### src/rtl/decoder_3x8_seq_if.sv
// Code-stream handshake bundle for decoder_3x8_seq.
// The master drives a 3-bit code with in_valid. The slave accepts it with in_ready.
`timescale 1ns/1ps
interface decoder_3x8_seq_if;
  logic       in_valid;
  logic       in_ready;
  logic [2:0] in;

  modport master (output in_valid, output in, input in_ready);
  modport slave  (input in_valid, input in, output in_ready);
endinterface

### src/rtl/decoder_3x8_seq.sv
// Sequenced 3-to-8 one-hot decoder: a FIFO of codes drained into timed one-hot pulses.
// Define DEC3X8_CNT_EN to add a saturating 8-bit count of emitted codes.
`timescale 1ns/1ps
module decoder_3x8_seq #(
  parameter int DEPTH     = 4,
  parameter int PULSE_LEN = 1,
  parameter int GAP_LEN   = 0
) (
  input  logic             clk,
  input  logic             rst_n,
  input  logic             en,
  decoder_3x8_seq_if.slave bus,
  output logic [7:0]       out,
  output logic             busy
`ifdef DEC3X8_CNT_EN
  ,
  output logic [7:0]       count
`endif
);

  localparam int AW     = $clog2(DEPTH);
  localparam int MAXLEN = (PULSE_LEN > GAP_LEN) ? PULSE_LEN : GAP_LEN;
  localparam int CW     = ($clog2(MAXLEN + 1) < 1) ? 1 : $clog2(MAXLEN + 1);

  typedef enum logic [1:0] {IDLE, PULSE, GAP} state_t;

  state_t        state, state_nxt;
  logic [CW-1:0] cnt, cnt_nxt;
  logic [7:0]    out_nxt;
  logic [2:0]    mem [DEPTH];
  logic [AW:0]   wptr, rptr;
  logic          full, empty, push, pop;
  logic [7:0]    head_onehot;

  // The extra pointer bit tells full from empty when the index bits match.
  assign full         = (wptr[AW] != rptr[AW]) && (wptr[AW-1:0] == rptr[AW-1:0]);
  assign empty        = (wptr == rptr);
  assign bus.in_ready = !full;
  assign push         = bus.in_valid && !full;
  assign head_onehot  = 8'b1 << mem[rptr[AW-1:0]];
  assign busy         = (state != IDLE) || !empty;

  always_ff @(posedge clk) begin
    if (push) mem[wptr[AW-1:0]] <= bus.in;
  end

  always_ff @(posedge clk or negedge rst_n) begin
    if (!rst_n) begin
      wptr <= '0;
      rptr <= '0;
    end else begin
      if (push) wptr <= wptr + 1'b1;
      if (pop)  rptr <= rptr + 1'b1;
    end
  end

  always_ff @(posedge clk or negedge rst_n) begin
    if (!rst_n) begin
      state <= IDLE;
      cnt   <= '0;
      out   <= 8'h00;
    end else begin
      state <= state_nxt;
      cnt   <= cnt_nxt;
      out   <= out_nxt;
    end
  end

  // With no gap configured, a finished pulse can chain straight into the next code.
  always_comb begin
    state_nxt = state;
    cnt_nxt   = cnt;
    out_nxt   = out;
    pop       = 1'b0;
    case (state)
      IDLE: begin
        out_nxt = 8'h00;
        if (en && !empty) begin
          pop       = 1'b1;
          out_nxt   = head_onehot;
          cnt_nxt   = CW'(PULSE_LEN - 1);
          state_nxt = PULSE;
        end
      end
      PULSE: begin
        if (cnt == '0) begin
          if (GAP_LEN > 0) begin
            out_nxt   = 8'h00;
            cnt_nxt   = CW'((GAP_LEN > 0) ? GAP_LEN - 1 : 0);
            state_nxt = GAP;
          end else if (en && !empty) begin
            pop     = 1'b1;
            out_nxt = head_onehot;
            cnt_nxt = CW'(PULSE_LEN - 1);
          end else begin
            out_nxt   = 8'h00;
            state_nxt = IDLE;
          end
        end else begin
          cnt_nxt = cnt - 1'b1;
        end
      end
      GAP: begin
        out_nxt = 8'h00;
        if (cnt == '0) state_nxt = IDLE;
        else           cnt_nxt   = cnt - 1'b1;
      end
      default: begin
        out_nxt   = 8'h00;
        state_nxt = IDLE;
      end
    endcase
  end

`ifdef DEC3X8_CNT_EN
  always_ff @(posedge clk or negedge rst_n) begin
    if (!rst_n)                        count <= 8'h00;
    else if (pop && count != 8'hFF)    count <= count + 8'd1;
  end
`endif

endmodule

### src/flat_wrapper.sv
// flat-port wrapper written by rule: the top's interface ports become plain ports
module decoder_3x8_seq_flat 
#(
  parameter int DEPTH     = 4,
  parameter int PULSE_LEN = 1,
  parameter int GAP_LEN   = 0
)
  (clk, rst_n, en, out, busy, bus_in_valid, bus_in, bus_in_ready);
  decoder_3x8_seq_if bus_i ();
  input  logic clk;
  input  logic rst_n;
  input  logic en;
  output logic [7:0] out;
  output logic busy;
  input wire logic [$bits(bus_i.in_valid)-1:0] bus_in_valid;
  input wire logic [$bits(bus_i.in)-1:0] bus_in;
  output wire logic [$bits(bus_i.in_ready)-1:0] bus_in_ready;
  assign bus_i.in_valid = bus_in_valid;
  assign bus_i.in = bus_in;
  assign bus_in_ready = bus_i.in_ready;
  decoder_3x8_seq #(.DEPTH(DEPTH), .PULSE_LEN(PULSE_LEN), .GAP_LEN(GAP_LEN)) u_core (.clk(clk), .rst_n(rst_n), .en(en), .bus(bus_i), .out(out), .busy(busy));
endmodule
### config.mk
export PLATFORM = sky130hd
export DESIGN_NAME = decoder_3x8_seq_flat
export DESIGN_NICKNAME = d
export VERILOG_FILES = /design/src/rtl/decoder_3x8_seq_if.sv /design/src/rtl/decoder_3x8_seq.sv /design/src/flat_wrapper.sv
export SDC_FILE = /design/constraint.sdc
export NUM_CORES = 1
export LEC_CHECK = 0
export ABC_AREA = 1
export CORE_AREA = 2 2 57 43
export CTS_BUF_LIST = sky130_fd_sc_hd__clkbuf_16
export DETAILED_ROUTE_END_ITERATION = 8
export DIE_AREA = 0 0 59 45
export DONT_BUFFER_PORTS = 1
export PLACE_DENSITY = 0.78
export SLEW_MARGIN = 10
export SYNTH_ARGS = -nofsm -noshare
export SYNTH_HDL_FRONTEND = slang
export SYNTH_SLANG_ARGS = --single-unit
### constraint.sdc
create_clock -name clk -period 3.5 [get_ports clk]
set_input_delay 1.05 -clock clk [delete_from_list [all_inputs] [get_ports clk]]
set_output_delay 1.05 -clock clk [all_outputs]
set_load 0.01 [all_outputs]
[Word-level counts from Yosys, hierarchy flattened]
Memories as Yosys holds them, arrays and structs flattened.
Cells that the tools add are included.
Cells by class
  add/subtract/negate cells: 3
  eq/ne operators: 9
  shifts and indexed selects: 1
  muxes and demuxes: 16
  reductions and logical operators: 12
Operators by type and width (number)
  8-bit two-way mux: 2
  8-bit one-hot mux with 2 select lines: 1
  2-bit two-way mux: 4
  1-bit by 3-bit left shift with 8-bit output (first input constant): 1
  3-bit by 1-bit adder with 3-bit output (second input constant): 2
  1-bit two-way mux: 6
  2-bit != test (second input constant): 3
  2-bit one-hot mux with 3 select lines: 1
  1-bit one-hot mux with 2 select lines: 2
  4-bit AND reduction: 1
  2-bit nonzero test: 2
  3-bit equality test: 1
  1-bit logical AND: 3
  2-bit by 1-bit equality test with 1-bit output (second input constant): 1
  2-bit equality test: 1
  2-bit equality test (second input constant): 1
  1-bit zero test: 2
  2-bit zero test: 1
  2-bit by 1-bit != test with 1-bit output (second input constant): 1
  2-bit AND reduction: 1
  2-bit OR reduction: 1
  1-bit logical OR: 1
  1-bit != test: 1
  1-bit subtractor (second input constant): 1
Storage, ports and cells
  register bits after elaboration: 17
  memory bits (writable): 12
  input bits: 7
  output and inout bits: 10
  word-level logic and storage cells: 47
  memories kept: 1
Memory list
  u_core.mem: words 4, bits a word 3, read ports 1, clocked after Yosys merged registers in 0, wr ports 1, line decoder_3x8_seq.sv:30  | logic [2:0] mem [DEPTH];

[Depth between registers and ports, before layout]
Gate-level depths: netlist of the first run.
  depth after elaboration: 6
  gate-level depth with buffers: 8
  depth with buffers taken out: 7

[Least setup slack after synthesis of the first run]
Ideal clock, no wire load.
  path type: flip-flop to output port
  start point: register u_core.rptr[0]
  end point: output busy
  data arrival time: 1.100 ns
  required time: 2.450 ns
  path slack: 1.350 ns
  stages on the path, launching flop included: 7
  path buffers: 1
  cells stage by stage: dfrtp_1 -> buf_6 -> inv_6 -> nand2_2 -> nand2_4 -> nand3_4 -> or2_1
On the way
  cells in the longest elaborated chain, start to end: 3
RTL lines
  start, declared: line decoder_3x8_seq.sv:31  | logic [AW:0] wptr, rptr;
  start signal, assigned: line decoder_3x8_seq.sv:53  | if (pop) rptr <= rptr + 1'b1;
  3-bit equality test: line decoder_3x8_seq.sv:37  | assign empty = (wptr == rptr);
  1-bit zero test: line decoder_3x8_seq.sv:41  | assign busy = (state != IDLE) || !empty;
  1-bit logical OR: line decoder_3x8_seq.sv:41
  end, declared: line flat_wrapper.sv:14  | output logic busy;
Every way passes these cells.

[Final worst setup path of the first run]
Same ends and word-level chain as after synthesis.

==> results.md, run 1 <==
- H-tree Lvls: 1
- Clk_lat worst skew: 0.26 ns
- Sequential share of power: 0.414
- Port-buffer cells: 0
- Worst-path clk slew: 0.06 ns
- Initial DRT Pass Iterations: 4
- Worst setup SP type: register
- Via Count: 829
- Cts-stage hold buffer count: 0
- Synthesized area per cell: 9.88 um2
- DIE HEIGHT: 45 um
- NumNets Final: 147
- Crit Path Category: reg2out
- Multi-input gate area: 482 um2
- Clock share of power: 0.203
- Final period util: 0.744
- Share of layout cells above drive strength 1: 0.127
- Minimum clock period: 2.60 ns
- Slew HR: 0.721
- Sequential-to-total area share from yosys stat: 0.569
- Pleak: 0.677 nW
- First-pass GRT wire length: 3320 um
- Max Fanout on Critical Path: 11
- Initial Utilization: 0.626
- Number of remaining DRC errors: 0
- Post-route setup TNS: 0 ns
- TritonCTS Buffers: 3
- Fillers: 143
- Hold Path Class: in2async
- Gr ovfl total: 0
- CTS tree: done
- IO Count: 17
- Post-synthesis cell count: 131
- Switching Fraction: 0.410
- Die area: 2660 um2
- Initial antenna violation count: 0
- Final ANT Viol Nets: 0
- Logic pwr share: 0.383
- Initial drt markers: 38
- Final Hold Viols: 0
- Worst setup margin: 0.896 ns
- Number of synthesis warnings: 0
- Switching power: 516 uW
- Arr. time, crit path: 1.55 ns
- FF/Latch Area: 736 um2
- Syn-to-layout area delta: 7.83%
- Max VDD drop: 519 uV
- Distinct cells, synth: 15
- Vias/cell: 5.25
- Detailed placement HPWL: 1540 um
- Routed Wire Length: 2050 um
- Post-synth net total: 143
- Place WS: 1.17 ns
- FP Rows: 14
- Post-synthesis register bit count: 27
- Number of global-route vias before repair: 756
- Width of the die: 59 um
- Post-CTS setup buffer count: 0
- Largest net degree at the start of global routing: 17
- Mapped Area: 1290 um2
- Post-Route Skew: 0.00155 ns
- Final Max Tran Viols: 0
- Gpl congestion: 0.781
- Core Footprint: 2070 um2
- Inserted Diodes: 0
- Area after DPL: 1310 um2
- Total clock sinks: 27
- Int Power: 743 uW
- Fmax: 384 MHz
- Final Power: 1.26 mW
- Post-cts sizing count: 0
- Clock Tree Buf Depth: 2
- Crit. End Element: output pin
- RSZ-0062 raised after global routing: false
- Outcome: finished clean
- Worst Tran Pin Value: 0.419 ns
- GRT Total Usage: 0.178
- Final setup viols: 0
- Design area: 1400 um2
- Max-cap violations: 0
- Power Density: 902 nW/um2
- Reg2reg setup slack: 1.82 ns
- Clock Tree Root: clkbuf_16
- CP required: 2.45 ns
- DR WL/cell: 13.0 um
synthesized netlist by cell type (all sizes together):
master	n	area, um2
nand2	52	228
nand3	17	135
inv	16	65.1
dfrtp	15	375
edfxtp	12	360
nor2	11	41.3
ha	5	62.6
buf	1	11.3
or2	1	6.26
xor2	1	8.76
area by class of cell:
type	instances	share of cell area
clock buffers	3	0.0538
clock inverters	1	0.00538
inverters	16	0.0466
multi-input cells	87	0.345
flip-flops and latches	27	0.527
well taps	24	0.0215
flip-flops by register name, indices dropped and copies added (netlist names):
signal / cells
u_core.mem: 12
u_core.out: 8
u_core.wptr: 3
u_core.state: 1
u_core.rptr: 3
worst paths after layout:
kind                                      from          endpoint  cells past startpoint
worst min-delay path                     rst_n   u_core.state[0]                      0
worst min register to register  u_core.wptr[2]    u_core.wptr[2]                      2
min in group clk                u_core.wptr[2]    u_core.wptr[2]                      2
worst max register to register  u_core.rptr[0]  u_core.mem[2][0]                      6
worst max-delay path            u_core.rptr[0]              busy                      4
max in group asynchronous                rst_n    u_core.wptr[1]                      0
worst max-delay path: stages, from the launching register on:
cell     delay (ns)
dfrtp_1        0.60
nand2_1        0.16
nand2_4        0.13
nand3_4        0.13
or2_1          0.28
routing by layer:
metal	GRT usage	vias to the layer above	wire length, um
met3	0.0688	4	146
met1	0.213	377	854
met5	0	-	0
li1	-	417	-
met2	0.287	31	1000
met4	0.0864	0	42
power groups by stage:
stage / sequential (mW) / combinational (mW) / clock (mW)
floorplan: 0.493 / 0.433 / 0
global placement: 0.523 / 0.460 / 0
detailed placement: 0.527 / 0.479 / 0
CTS: 0.520 / 0.485 / 0.260
global route: 0.536 / 0.547 / 0.277
finish: 0.521 / 0.482 / 0.255
per-stage QoR:
step / utilization / instances / hold slack [ns]
global route: 0.675 / 158 / 0.468
global placement: 0.635 / 154 / 0.505
floorplan: - / 131 / 0.484
CTS: 0.675 / 158 / 0.479
detailed placement: 0.635 / 154 / 0.509
finish: 0.675 / 158 / 0.482
cells by family after synthesis:
kind of cell	Yosys count	synth area share
flops	27	0.569
xor+xnor	1	0.00677
buf+inv	17	0.0590
simple gates	81	0.317
fa+ha+maj	5	0.0484
cells in the final DEF (no fill, tap or decap):
cell / netlist / routed
nand2_4: 3 / 3
dfrtp_1: 15 / 15
nand3_4: 4 / 4
nand2_1: 45 / 45
edfxtp_1: 12 / 12
inv_1: 14 / 14
ha_1: 5 / 5
clkinvlp_4: 0 / 1
nand2_2: 4 / 4
or2_1: 1 / 1
nand3_1: 13 / 13
xor2_1: 1 / 1
clkbuf_16: 0 / 3
nor2_1: 11 / 11
inv_6: 1 / 1
inv_2: 1 / 1
Note: power is estimated with default switching activity, not from simulation.
==> run 2: changes to the inputs <==
- CORE_AREA: 2 2 57 43 -> 2 2 61 46
- DIE_AREA: 0 0 59 45 -> 0 0 63 48
- PLACE_DENSITY: 0.78 -> 0.71
- clock period: 3.5 -> 2.31 ns (I/O delays scaled with it)
==> results.md, run 2 (synthesized netlist as in run 1, its figures left out) <==
- Final core area utilization: 0.590 (-0.0849)
- Max reg flops: 12 (unchanged)
- Post-route setup TNS: 0 ns (unchanged)
- Max Fanout on Critical Path: 7 (-4)
- Detailed placement HPWL: 1570 um (+2.1%)
- Reg2reg setup slack: 0.75 ns (-1.07 ns)
- Worst-path clk slew: 0.06 ns (about the same)
- Worst setup SP type: register
- Via Count: 828 (-0.12%)
- Design area: 1410 um2 (+0.81%)
- Final non-filler cell total: 168 (+6.3%)
- Outcome: finished clean
- Share of layout cells above drive strength 1: 0.134 (+0.00746)
- Core Footprint: 2380 um2 (+15%)
- Hold Path Class: in2async
- CP required: 1.62 ns (-0.83 ns)
- Syn-to-layout area delta: 8.70%
- Total clock sinks: 27 (unchanged)
- Clk_lat worst skew: 0.26 ns (about the same)
- Initial Utilization: 0.543 (-0.0831)
- Crit Path Category: reg2out
- Max VDD drop: 554 uV (+6.8%)
- R2r endpoint: u_core.mem[0][0]
- FP Rows: 15 (+1)
- First-pass GRT wire length: 3390 um (+2.1%)
- Power Density: 1350 nW/um2 (+50%)
- GRT Total Usage: 0.153 (-0.0251)
- Final period util: 0.939
- Placed insts: 164 (+6.5%)
- Inserted Diodes: 0 (unchanged)
- Gpl congestion: 0.777 (-0.50%)
- Clock Tree Root: clkbuf_16
- IO Count: 17 (unchanged)
- H-tree Lvls: 1 (unchanged)
- Final Max Tran Viols: 0 (unchanged)
- Final Power: 1.90 mW (+51%)
- Minimum clock period: 2.17 ns
- Clock Tree Buf Depth: 2 (unchanged)
- Final ANT Viol Nets: 0 (unchanged)
- DR WL/cell: 12.3 um (-4.9%)
- Fmax: 461 MHz
- Pleak: 0.680 nW (+0.39%)
- NumNets Final: 147 (unchanged)
- Die area: 3020 um2 (+14%)
- Worst Tran Pin Value: 0.288 ns (-0.131 ns)
- CTS tree: done
- Reg2reg start: u_core.rptr[1]
- Vias/cell: 4.93 (-6.1%)
- Initial antenna violation count: 0 (unchanged)
- Final Hold Viols: 0 (unchanged)
- Port-buffer cells: 0 (unchanged)
- Initial DRT Pass Iterations: 4 (unchanged)
- Final setup viols: 0 (unchanged)
- Area after DPL: 1330 um2 (+0.95%)
- DIE HEIGHT: 48 um (+6.7%)
- Number of global-route vias before repair: 774 (+2.4%)
- Post-CTS setup buffer count: 0 (unchanged)
- TritonCTS Buffers: 3 (unchanged)
- Number of remaining DRC errors: 0 (unchanged)
- Initial drt markers: 29 (-24%)
- RSZ-0062 raised after global routing: false
- Post-Route Skew: 0.00215 ns (+0.000595 ns)
- Worst setup margin: 0.141 ns (-0.755 ns)
- Most frequent cells in the layout: nand2_1 (45), inv_1 (14), dfrtp_1 (14)
- Hold_ws: 0.124 ns (-0.358 ns)
- Slew HR: 0.807 (+0.0864)
- Max-cap violations: 0 (unchanged)
- Width of the die: 63 um (+6.8%)
- Most common cell after layout, fill and taps aside: nand2_1
- Arr. time, crit path: 1.48 ns (-0.07 ns)
- Gr ovfl total: 0 (unchanged)
- Routed Wire Length: 2070 um (+1.1%)
- Crit. End Element: output pin
- Fillers: 213 (+49%)
- Place WS: 0.297 ns (-0.874 ns)
- Largest net degree at the start of global routing: 16 (-1)
- Worst Reg-to-Reg Cells: 6 (unchanged)
## run 2: cell types whose count changed in the layout (fill, tap and decap cells not counted), sizes merged
cell | before | now
clkinvlp | 1 | 0
clkinv | 0 | 1
## run 2: metal layers
| layer | GRT usage | up-vias | share of wire | wire (um) |
|---|---|---|---|---|
| li1 | - | 416 | - | - |
| met1 | 0.176 | 389 | 0.46 | 951 |
| met2 | 0.285 | 23 | 0.48 | 1000 |
| met3 | 0.0541 | 0 | 0.056 | 115 |
| met4 | 0.0400 | 0 | 0 | 0 |
| met5 | 0 | - | 0 | 0 |
## run 2: report_power, final
| group | internal [mW] | switching (mW) |
|---|---|---|
| clock network | 0.233 | 0.150 |
| logic | 0.245 | 0.475 |
| registers | 0.647 | 0.150 |
## run 2: worst max-delay path by stage
stage / from / to / slack (ns) / cells past startpoint
after detailed placement: u_core.rptr[0] / busy / 0.30 / 4
after global routing: u_core.wptr[1] / busy / 0.07 / 5
after floorplan: u_core.rptr[0] / busy / 0.52 / 6
after global placement: u_core.rptr[0] / busy / 0.38 / 4
final: u_core.wptr[1] / busy / 0.14 / 5
after CTS: u_core.rptr[0] / busy / 0.03 / 4
## run 2: area by class of cell
type                    count  area, um2  share of cell area
multi-input cells          87        482               0.343
flip-flops and latches     27        737               0.524
inverters                  16       65.1              0.0463
clock inverters             1       5.00             0.00356
well taps                  34       42.5              0.0302
clock buffers               3       75.1              0.0534
## run 2: what timing repair did
| action | in CTS | in global routing |
|---|---|---|
| hold buffers | 0 | 0 |
| setup endpoints to repair | 0 | 1 |
| gates resized for setup | 0 | 1 |
## run 2: worst max-delay path: stages (launching register included)
cell and delay (ns):
dfrtp_1 0.44, inv_1 0.20, nand2_4 0.08, nand2_4 0.08, nand3_4 0.13, or2_1 0.29
